<file path="src/rtl/ip_pkg.sv">
// Shared constants, FSM state type and ones-complement helper for the IPv4 header TX path.
package ip_pkg;

  localparam logic [7:0]  IPHL        = 8'h45;
  localparam logic [7:0]  TOS         = 8'h00;
  localparam logic [15:0] FLAG_OFFSET = 16'h0000;
  localparam logic [7:0]  IP_UDP_TYPE = 8'h11;
  localparam int          IP_HDR_LEN  = 20;
  localparam int          HDR_WORDS   = IP_HDR_LEN / 2;

  typedef enum logic [1:0] {IDLE, CSUM, SEND} state_ip_tx_type;

  // 16-bit ones-complement add with end-around carry
  function automatic logic [15:0] ones_add(input logic [15:0] a, input logic [15:0] b);
    logic [16:0] s;
    s = {1'b0, a} + {1'b0, b};
    return s[15:0] + {15'b0, s[16]};
  endfunction

endpackage

</file>
<file path="src/rtl/ip_checksum.sv">
// IPv4 header checksum accumulator: clear, add one 16-bit word per cycle, then fold and invert.
module ip_checksum
  import ip_pkg::*;
(
  input  logic        aclk,
  input  logic        clr,
  input  logic        add,
  input  logic        fin,
  input  logic [15:0] word,
  output logic [15:0] csum
);

  logic [19:0] acc_p0;

  always_ff @(posedge aclk) begin
    if (clr)
      acc_p0 <= '0;
    else if (add)
      acc_p0 <= acc_p0 + {4'b0, word};
    // fold: the first end-around add can carry at most once more, which ones_add absorbs
    if (fin)
      csum <= ~ones_add(acc_p0[15:0], {12'b0, acc_p0[19:16]});
  end

endmodule

</file>
<file path="src/rtl/ip_header_tx.sv">
// Serialises a 20-byte IPv4/UDP header MSB first onto an 8-bit ready/valid byte stream.
// Optional checksum generation is enabled by defining IP_CHECKSUM_EN.
module ip_header_tx
  import ip_pkg::*;
#(
  parameter logic [7:0]  TTL     = 8'hFF,
  parameter logic [15:0] ID_INIT = 16'h0000
) (
  input  logic        aclk,
  input  logic        aresetn,
  input  logic        header_start,
  input  logic [15:0] udp_len,
  input  logic [31:0] ip_s_addr,
  input  logic [31:0] ip_d_addr,
  output logic [7:0]  data_out,
  output logic        data_valid,
  input  logic        data_ready,
  output logic        busy,
  output logic        ip_header_done
);

  state_ip_tx_type state, state_nxt;
  logic [4:0]   idx, idx_nxt;
  logic [7:0]   data_out_nxt;
  logic         valid_nxt, busy_nxt, done_nxt;
  logic         latch_en, id_inc;
  logic [15:0]  id_q;
  logic [15:0]  total_len_p0;
  logic [31:0]  s_addr_p0, d_addr_p0;
  logic [15:0]  csum;
  logic [159:0] hdr;

  assign hdr = {IPHL, TOS, total_len_p0, id_q, FLAG_OFFSET, TTL, IP_UDP_TYPE,
                csum, s_addr_p0, d_addr_p0};

  function automatic logic [7:0] hdr_byte(input logic [159:0] h, input logic [4:0] i);
    return h[159 - 8*int'(i) -: 8];
  endfunction

`ifdef IP_CHECKSUM_EN
  logic [3:0]   cnt, cnt_nxt;
  logic         csum_clr, csum_add, csum_fin;
  logic [159:0] hdr_sum;
  logic [15:0]  sum_word;

  // checksum field counts as zero while summing
  assign hdr_sum  = {hdr[159:80], 16'h0000, hdr[63:0]};
  assign sum_word = hdr_sum[159 - 16*int'(cnt) -: 16];

  ip_checksum u_csum (
    .aclk (aclk),
    .clr  (csum_clr),
    .add  (csum_add),
    .fin  (csum_fin),
    .word (sum_word),
    .csum (csum)
  );
`else
  assign csum = 16'h0000;
`endif

  always_comb begin
    state_nxt    = state;
    idx_nxt      = idx;
    data_out_nxt = data_out;
    valid_nxt    = data_valid;
    busy_nxt     = busy;
    done_nxt     = 1'b0;
    latch_en     = 1'b0;
    id_inc       = 1'b0;
`ifdef IP_CHECKSUM_EN
    cnt_nxt      = cnt;
    csum_clr     = 1'b0;
    csum_add     = 1'b0;
    csum_fin     = 1'b0;
`endif
    case (state)
      IDLE: begin
        if (header_start) begin
          latch_en = 1'b1;
          busy_nxt = 1'b1;
          idx_nxt  = '0;
`ifdef IP_CHECKSUM_EN
          cnt_nxt   = '0;
          csum_clr  = 1'b1;
          state_nxt = CSUM;
`else
          valid_nxt    = 1'b1;
          data_out_nxt = IPHL;
          state_nxt    = SEND;
`endif
        end
      end
`ifdef IP_CHECKSUM_EN
      CSUM: begin
        if (cnt < 4'(HDR_WORDS)) begin
          csum_add = 1'b1;
          cnt_nxt  = cnt + 4'd1;
        end else begin
          csum_fin     = 1'b1;
          valid_nxt    = 1'b1;
          data_out_nxt = IPHL;
          state_nxt    = SEND;
        end
      end
`endif
      SEND: begin
        if (data_ready) begin
          if (idx == 5'(IP_HDR_LEN - 1)) begin
            valid_nxt    = 1'b0;
            data_out_nxt = '0;
            done_nxt     = 1'b1;
            busy_nxt     = 1'b0;
            id_inc       = 1'b1;
            state_nxt    = IDLE;
          end else begin
            idx_nxt      = idx + 5'd1;
            data_out_nxt = hdr_byte(hdr, idx + 5'd1);
          end
        end
      end
      default: state_nxt = IDLE;
    endcase
  end

  always_ff @(posedge aclk) begin
    if (!aresetn) begin
      state          <= IDLE;
      idx            <= '0;
      data_out       <= '0;
      data_valid     <= 1'b0;
      busy           <= 1'b0;
      ip_header_done <= 1'b0;
      id_q           <= ID_INIT;
`ifdef IP_CHECKSUM_EN
      cnt            <= '0;
`endif
    end else begin
      state          <= state_nxt;
      idx            <= idx_nxt;
      data_out       <= data_out_nxt;
      data_valid     <= valid_nxt;
      busy           <= busy_nxt;
      ip_header_done <= done_nxt;
      if (id_inc)
        id_q <= id_q + 16'd1;
`ifdef IP_CHECKSUM_EN
      cnt            <= cnt_nxt;
`endif
    end
  end

  // request capture: total length wraps modulo 2^16
  always_ff @(posedge aclk) begin
    if (latch_en) begin
      total_len_p0 <= udp_len + 16'd20;
      s_addr_p0    <= ip_s_addr;
      d_addr_p0    <= ip_d_addr;
    end
  end

endmodule
</file>
<file path="config.mk">
export PLATFORM = sky130hd
export DESIGN_NAME = ip_header_tx
export DESIGN_NICKNAME = d
export VERILOG_FILES = /design/src/rtl/ip_pkg.sv /design/src/rtl/ip_checksum.sv /design/src/rtl/ip_header_tx.sv
export SDC_FILE = /design/constraint.sdc
export NUM_CORES = 1
export LEC_CHECK = 0
export CAP_MARGIN = 20
export CELL_PAD_IN_SITES_DETAIL_PLACEMENT = 0
export CELL_PAD_IN_SITES_GLOBAL_PLACEMENT = 2
export CORE_MARGIN = 3
export CORE_UTILIZATION = 29
export CTS_CLUSTER_SIZE = 12
export DETAILED_ROUTE_END_ITERATION = 8
export PLACE_DENSITY = 0.72
export SLEW_MARGIN = 20
export SYNTH_ARGS = -nofsm -noshare
export SYNTH_HDL_FRONTEND = slang
export SYNTH_SLANG_ARGS = --single-unit
</file>
<file path="constraint.sdc">
create_clock -name aclk -period 4.4 [get_ports aclk]
set_input_delay 0.66 -clock aclk [delete_from_list [all_inputs] [get_ports aclk]]
set_output_delay 0.66 -clock aclk [all_outputs]
set_load 0.01 [all_outputs]
</file>
==> results of run 1 <==
-- worst max-delay path by stage --
stage	startpoint	slack, ps	end	cells after the start
finish	idx[0]	1210	data_out[0]	10
global placement	idx[0]	1140	data_out[0]	10
floorplan	header_start	920	data_out[3]	7
CTS	idx[0]	1020	data_out[0]	10
global route	idx[0]	960	data_out[0]	10
detailed placement	idx[0]	1070	data_out[0]	10
-- placed cells by master, fill, tap and decap left out, types with 6 or more instances in the layout --
| cell | n |
|---|---|
| dfxtp_1 | 30 |
| nand2_1 | 41 |
| mux4_2 | 12 |
| nor3_1 | 6 |
| xnor2_1 | 25 |
| nand4_1 | 13 |
| and2_1 | 17 |
| clkbuf_16 | 9 |
| edfxtp_1 | 80 |
| nand3_1 | 15 |
| a21oi_1 | 23 |
| o21ai_0 | 13 |
| nor2_1 | 19 |
| clkdlybuf4s50_1 | 94 |
| mux2i_1 | 20 |
-- metrics by stage --
stage          setup WS (ps)  total power, uW  instances  cell area, um^2
2_1_floorplan            924             1310        414             5160
3_3_place_gp            1140             1440        711             6270
3_5_place_dp            1070             1440        711             6270
4_1_cts                 1020             2210        727             6540
5_1_grt                  957             2270        727             6550
6_report                1210             2180        727             6550
-- where the power goes --
group / total (uW) / switching, uW / internal, uW / leakage, uW
combinational: 218 / 97.2 / 121 / 0.00102
clock: 772 / 383 / 388 / 0.000134
sequential: 1190 / 17.0 / 1180 / 0.00101
-- registers in the layout (all words and copies together), names as in the netlist --
name and cells:
id_q 16, idx 5, d_addr_p0 32, ip_header_done 1, s_addr_p0 32, busy 1
total_len_p0 16, data_out 8
-- cells in the mapped netlist, types with 6 or more instances --
cell type / instances
clkbuf_1: 11
a21oi_1: 23
nor2_1: 19
buf_2: 7
and2_1: 17
dfxtp_1: 31
xnor2_1: 25
nand3_1: 15
nor3_1: 6
mux2i_1: 20
nand2_1: 41
edfxtp_1: 80
mux4_2: 12
buf_4: 6
o21ai_0: 13
nand4_1: 13
-- logic make-up (layout without fill, tap and decap cells) --
group	after synthesis	after routing	synth area share
flip-flops	111	111	0.586
XOR/XNOR	31	31	0.0541
buffers and inverters	30	118	0.0294
AO/OA/AOI/OAI	66	66	0.0866
adder cells (fa/ha/maj)	4	4	0.00971
multiplexers	32	32	0.0912
AND/OR/NAND/NOR	140	140	0.143
-- per-layer routing --
metal	share of wire	up-vias
met4	0.017	0
met1	0.48	1665
met2	0.47	83
li1	-	1711
met3	0.036	10
met5	0	-
-- final cells by class --
type,instances,area [um^2]
inverter,5,18.8
tap,225,282
sequential,111,3020
clock buffer,10,229
multi-input combinational,273,1980
timing repair buffer,97,963
clock inverter,6,45.0
fill,1662,10800
-- tightest hold or removal path: stages (launching register included) --
cell and delay (ps):
dfxtp_1 330, o21ai_0 70, a21boi_1 60
==> results.json, run 1 <==
{
  "clk_pin_slew_ps": 80,
  "htreeDepth": 3,
  "drt-initial-drc-count": 176,
  "crit_buf_inv": 1,
  "io_buffers": 94,
  "run_status": "finished, final reports clean",
  "wirelength_um": 12100,
  "track_usage": 0.128,
  "path_class": "reg -> reg",
  "yosys_warnings": 0,
  "die_area_mm2": 0.0194,
  "synth-seq-area-share": 0.586,
  "hold_viol_final": 0,
  "hold_path_class": "reg -> reg",
  "via_count": 3469,
  "ys.flop_type": "edfxtp_1",
  "grtUsageMet3": 0.0234,
  "final_util": 0.377,
  "gr-total-overflow": 0,
  "clk_latency_ps": 350,
  "cts_setup_buffers": 0,
  "finalSetupTns_ps": 0,
  "rsz0062_at_grt": "no",
  "cap_viol_max_count": 0,
  "core.rowCount": 48,
  "arrival_ps": 3470,
  "syn_nets": 502,
  "num_antenna_cells": 0,
  "final.setup_skew_ps": 10.6,
  "holdCritStartpoint": "id_q[15]",
  "grt_max_degree": 53,
  "grt_pass1_wl_um": 19600,
  "yosys.area.top_type_share": 0.466,
  "cts_resized": 0,
  "io_pins": 95,
  "max_slew_margin": 0.325,
  "reg2regPathDepth": 10,
  "synth.largest_area_cell": "edfxtp_1",
  "fin_crit_sh": 0.725,
  "drv_slew": 0,
  "busiest_layer": "met2",
  "min_to": "id_q[15]",
  "setup_viol": 0,
  "critPathMaxFanout": 12,
  "cpMostUsedCell": "xnor2_1",
  "use_met1": 0.175,
  "nets": 585,
  "grt_pass1_vias": 3581,
  "crit_chain": "ha_2, xor2_2, inv_1, ha_1, xnor2_1, xnor2_1, a31oi_1, or3_4, or4_1, a21oi_1",
  "p_per_area_mw_per_mm2": 333,
  "fp.coreArea_mm2": 0.0174,
  "clockBufferDepth": 2,
  "holdPathStages": 2,
  "first_pass_iters": 4,
  "rr_endpoint": "data_out[0]",
  "syn-cell-area_mm2": 0.00516,
  "worst_hold_slack_ps": 504,
  "p_leak_uw": 0.00216,
  "cts-buffers-inserted": 9,
  "vdd_drop_max_uv": 158,
  "die-height_um": 139,
  "drc": 0,
  "start_util": 0.297,
  "wire_per_inst_um": 16.7,
  "cts_tree": "built",
  "cpPeakStageDelay_ps": 550,
  "ys_ff_latch": 111,
  "antenna_found_initial": 0,
  "fin_crit_ps": 3190,
  "clockRootBuffer": "clkbuf_16",
  "async_flop_share": 0,
  "start_kind": "register",
  "clock_sinks": 111,
  "vias_per_cell": 4.77,
  "grtUsageMet2": 0.202,
  "ant_nets": 0,
  "critical_path.slowest_cell": "dfxtp_2",
  "ff2ff_setup_slack_ps": 1210,
  "fmaxAchievable_mhz": 313,
  "crit_family": "simple AND/OR/NAND/NOR gates",
  "synth.distinct_cells": 48,
  "synth_edf_count": 80,
  "required_ps": 4680,
  "cts_hold_buf": 0,
  "syn-instance-count": 414,
  "worst_pin_slew_ps": 1010,
  "drive_above_1_share": 0.0797,
  "place.detailed.hpwl_um": 8840,
  "synth_area_per_cell_um2": 12.5,
  "synth.area.top_cells": "edfxtp_1 47%, dfxtp_1 12%, mux4_2 5.2%",
  "critPathCaptureType": "register",
  "reg2reg_from": "idx[0]",
  "syn2layout_area_growth_pct": 27.0,
  "die_x_um": 139,
  "gp_congestion": 0.793
}
Note: power is estimated with default switching activity, not from simulation.
==> run 2: changes to the inputs <==
--- a/config.mk
+++ b/config.mk
@@ -12,7 +12,7 @@
 export CORE_UTILIZATION = 29
 export CTS_CLUSTER_SIZE = 12
 export DETAILED_ROUTE_END_ITERATION = 8
-export PLACE_DENSITY = 0.72
+export PLACE_DENSITY = 0.75
 export SLEW_MARGIN = 20
 export SYNTH_ARGS = -nofsm -noshare
 export SYNTH_HDL_FRONTEND = slang
==> constraint.sdc (replaced) <==
create_clock -name aclk -period 2.8 [get_ports aclk]
set_input_delay 0.42 -clock aclk [delete_from_list [all_inputs] [get_ports aclk]]
set_output_delay 0.42 -clock aclk [all_outputs]
set_load 0.01 [all_outputs]
==> results.json, run 2 (synthesis gave the netlist of run 1 again) <==
{
  "run_status": "finished, final reports clean",
  "largestRegisters": "d_addr_p0: 32 flops, s_addr_p0: 32 flops",
  "cts_hold_buf": 0,
  "cts_resized": 0,
  "start_util": 0.297,
  "fp.coreArea_mm2": 0.0174,
  "io_buffers": 94,
  "ant_nets": 0,
  "crit_family": "simple AND/OR/NAND/NOR gates",
  "internal-power_uw": 2650,
  "fin_crit_sh": 0.923,
  "p_sw_uw": 759,
  "layout_commonest_cell": "clkdlybuf4s50_1",
  "place.detailed.hpwl_um": 8920,
  "die_x_um": 139,
  "grt_pass1_vias": 3613,
  "syn2layout_area_growth_pct": 29.4,
  "gr-total-overflow": 0,
  "grt_pass1_wl_um": 19400,
  "critPathCaptureType": "register",
  "crit_buf_inv": 0,
  "cts_tree": "built",
  "drive_above_1_share": 0.104,
  "required_ps": 3090,
  "combPwrFrac": 0.103,
  "power_frac_seq": 0.549,
  "p_leak_uw": 0.00222,
  "max_slew_margin": 0.621,
  "hold_viol_final": 0,
  "rsz0062_at_grt": "no",
  "vias_per_cell": 4.79,
  "antenna_found_initial": 0,
  "fmaxAchievable_mhz": 387,
  "cpPeakStageDelay_ps": 500,
  "drt-initial-drc-count": 212,
  "layout_common_cells": "94 x clkdlybuf4s50_1, 80 x edfxtp_1, 41 x nand2_1",
  "holdCritStartpoint": "id_q[15]",
  "start_kind": "register",
  "critical_path.slowest_cell": "or4_1",
  "die-height_um": 139,
  "clock_sinks": 111,
  "clk_pin_slew_ps": 70,
  "clockRootBuffer": "clkbuf_16",
  "setup_viol": 0,
  "critPathMaxFanout": 7,
  "cts_setup_buffers": 0,
  "total_power_uw": 3410,
  "via_count": 3515,
  "worst_pin_slew_ps": 567,
  "p_clk_frac": 0.348,
  "htreeDepth": 3,
  "reg2reg_from": "idx[2]",
  "die_area_mm2": 0.0194,
  "cap_viol_max_count": 0,
  "crit_chain": "nand3_1, xor2_1, ha_2, xnor2_4, xnor2_1, a31oi_1, or3_4, or4_1, a21oi_1",
  "gp_congestion": 0.791,
  "drc": 0,
  "critPathLaunch": "idx[2]",
  "core.rowCount": 48,
  "num_antenna_cells": 0,
  "io_pins": 95,
  "switching_share": 0.223,
  "wire_per_inst_um": 16.3,
  "track_usage": 0.127,
  "final.setup_skew_ps": 9.70,
  "drv_slew": 0,
  "clk_latency_ps": 350,
  "arrival_ps": 2870,
  "grt_max_degree": 81,
  "path_class": "reg -> reg",
  "cts-buffers-inserted": 9,
  "wirelength_um": 12000,
  "hold_path_class": "reg -> reg",
  "first_pass_iters": 4,
  "vdd_drop_max_uv": 385,
  "nets": 593,
  "clockBufferDepth": 2,
  "finalSetupTns_ps": 0,
  "fin_crit_ps": 2580,
  "p_per_area_mw_per_mm2": 511
}
## run 2: per-stage QoR
stage,instances,utilization,hold slack [ps],cell area (um^2),setup slack (ps)
after floorplan,414,-,457,5260,0.647
after global placement,719,0.369,481,6400,313
after detailed placement,719,0.369,494,6400,250
after CTS,734,0.384,517,6670,229
after global routing,734,0.384,547,6670,33.2
final,734,0.384,523,6670,216
## run 2: final cells by class
type,count,area [um^2]
Clock buffer,9,225
Inverter,5,22.5
Multi-Input combinational cell,273,2030
Timing Repair Buffer,105,1040
Sequential cell,111,3030
Clock inverter,6,43.8
Tap cell,225,282
Fill cell,1631,10700
## run 2: path summary, 6_finish.rpt
path | end | slack [ps] | cells past startpoint
worst max-delay path | data_out[0] | 220 | 9
worst max register to register | data_out[0] | 220 | 9
worst min-delay path | id_q[15] | 520 | 2
worst min register to register | id_q[15] | 520 | 2
## run 2: tightest hold or removal path, stage by stage, from the launching register on
cell and delay (ps):
dfxtp_1 330, o21ai_0 80, a21boi_1 70
## run 2: metal layers
layer	track usage	vias to the layer above	wire length, um
met2	0.203	99	5750
met5	0	-	0
met3	0.0306	14	478
met4	0.0479	0	236
met1	0.169	1676	5530
li1	-	1726	-
## run 2: power groups by stage
stage / logic [uW] / clock network [uW] / registers (uW)
after floorplan: 165 / 0 / 1900
final: 353 / 1190 / 1870
after global routing: 384 / 1290 / 1880
after CTS: 360 / 1240 / 1870
after detailed placement: 358 / 0 / 1910
after global placement: 356 / 0 / 1900
==> run 3: changes to the inputs <==
--- a/config.mk
+++ b/config.mk
@@ -5,6 +5,7 @@
 export SDC_FILE = /design/constraint.sdc
 export NUM_CORES = 1
 export LEC_CHECK = 0
+export ABC_CLOCK_PERIOD_IN_PS = 2800
 export CAP_MARGIN = 20
 export CELL_PAD_IN_SITES_DETAIL_PLACEMENT = 0
 export CELL_PAD_IN_SITES_GLOBAL_PLACEMENT = 2
==> results of run 3 <==
No change in the layout: final DEF, timing and power equal those of run 2.
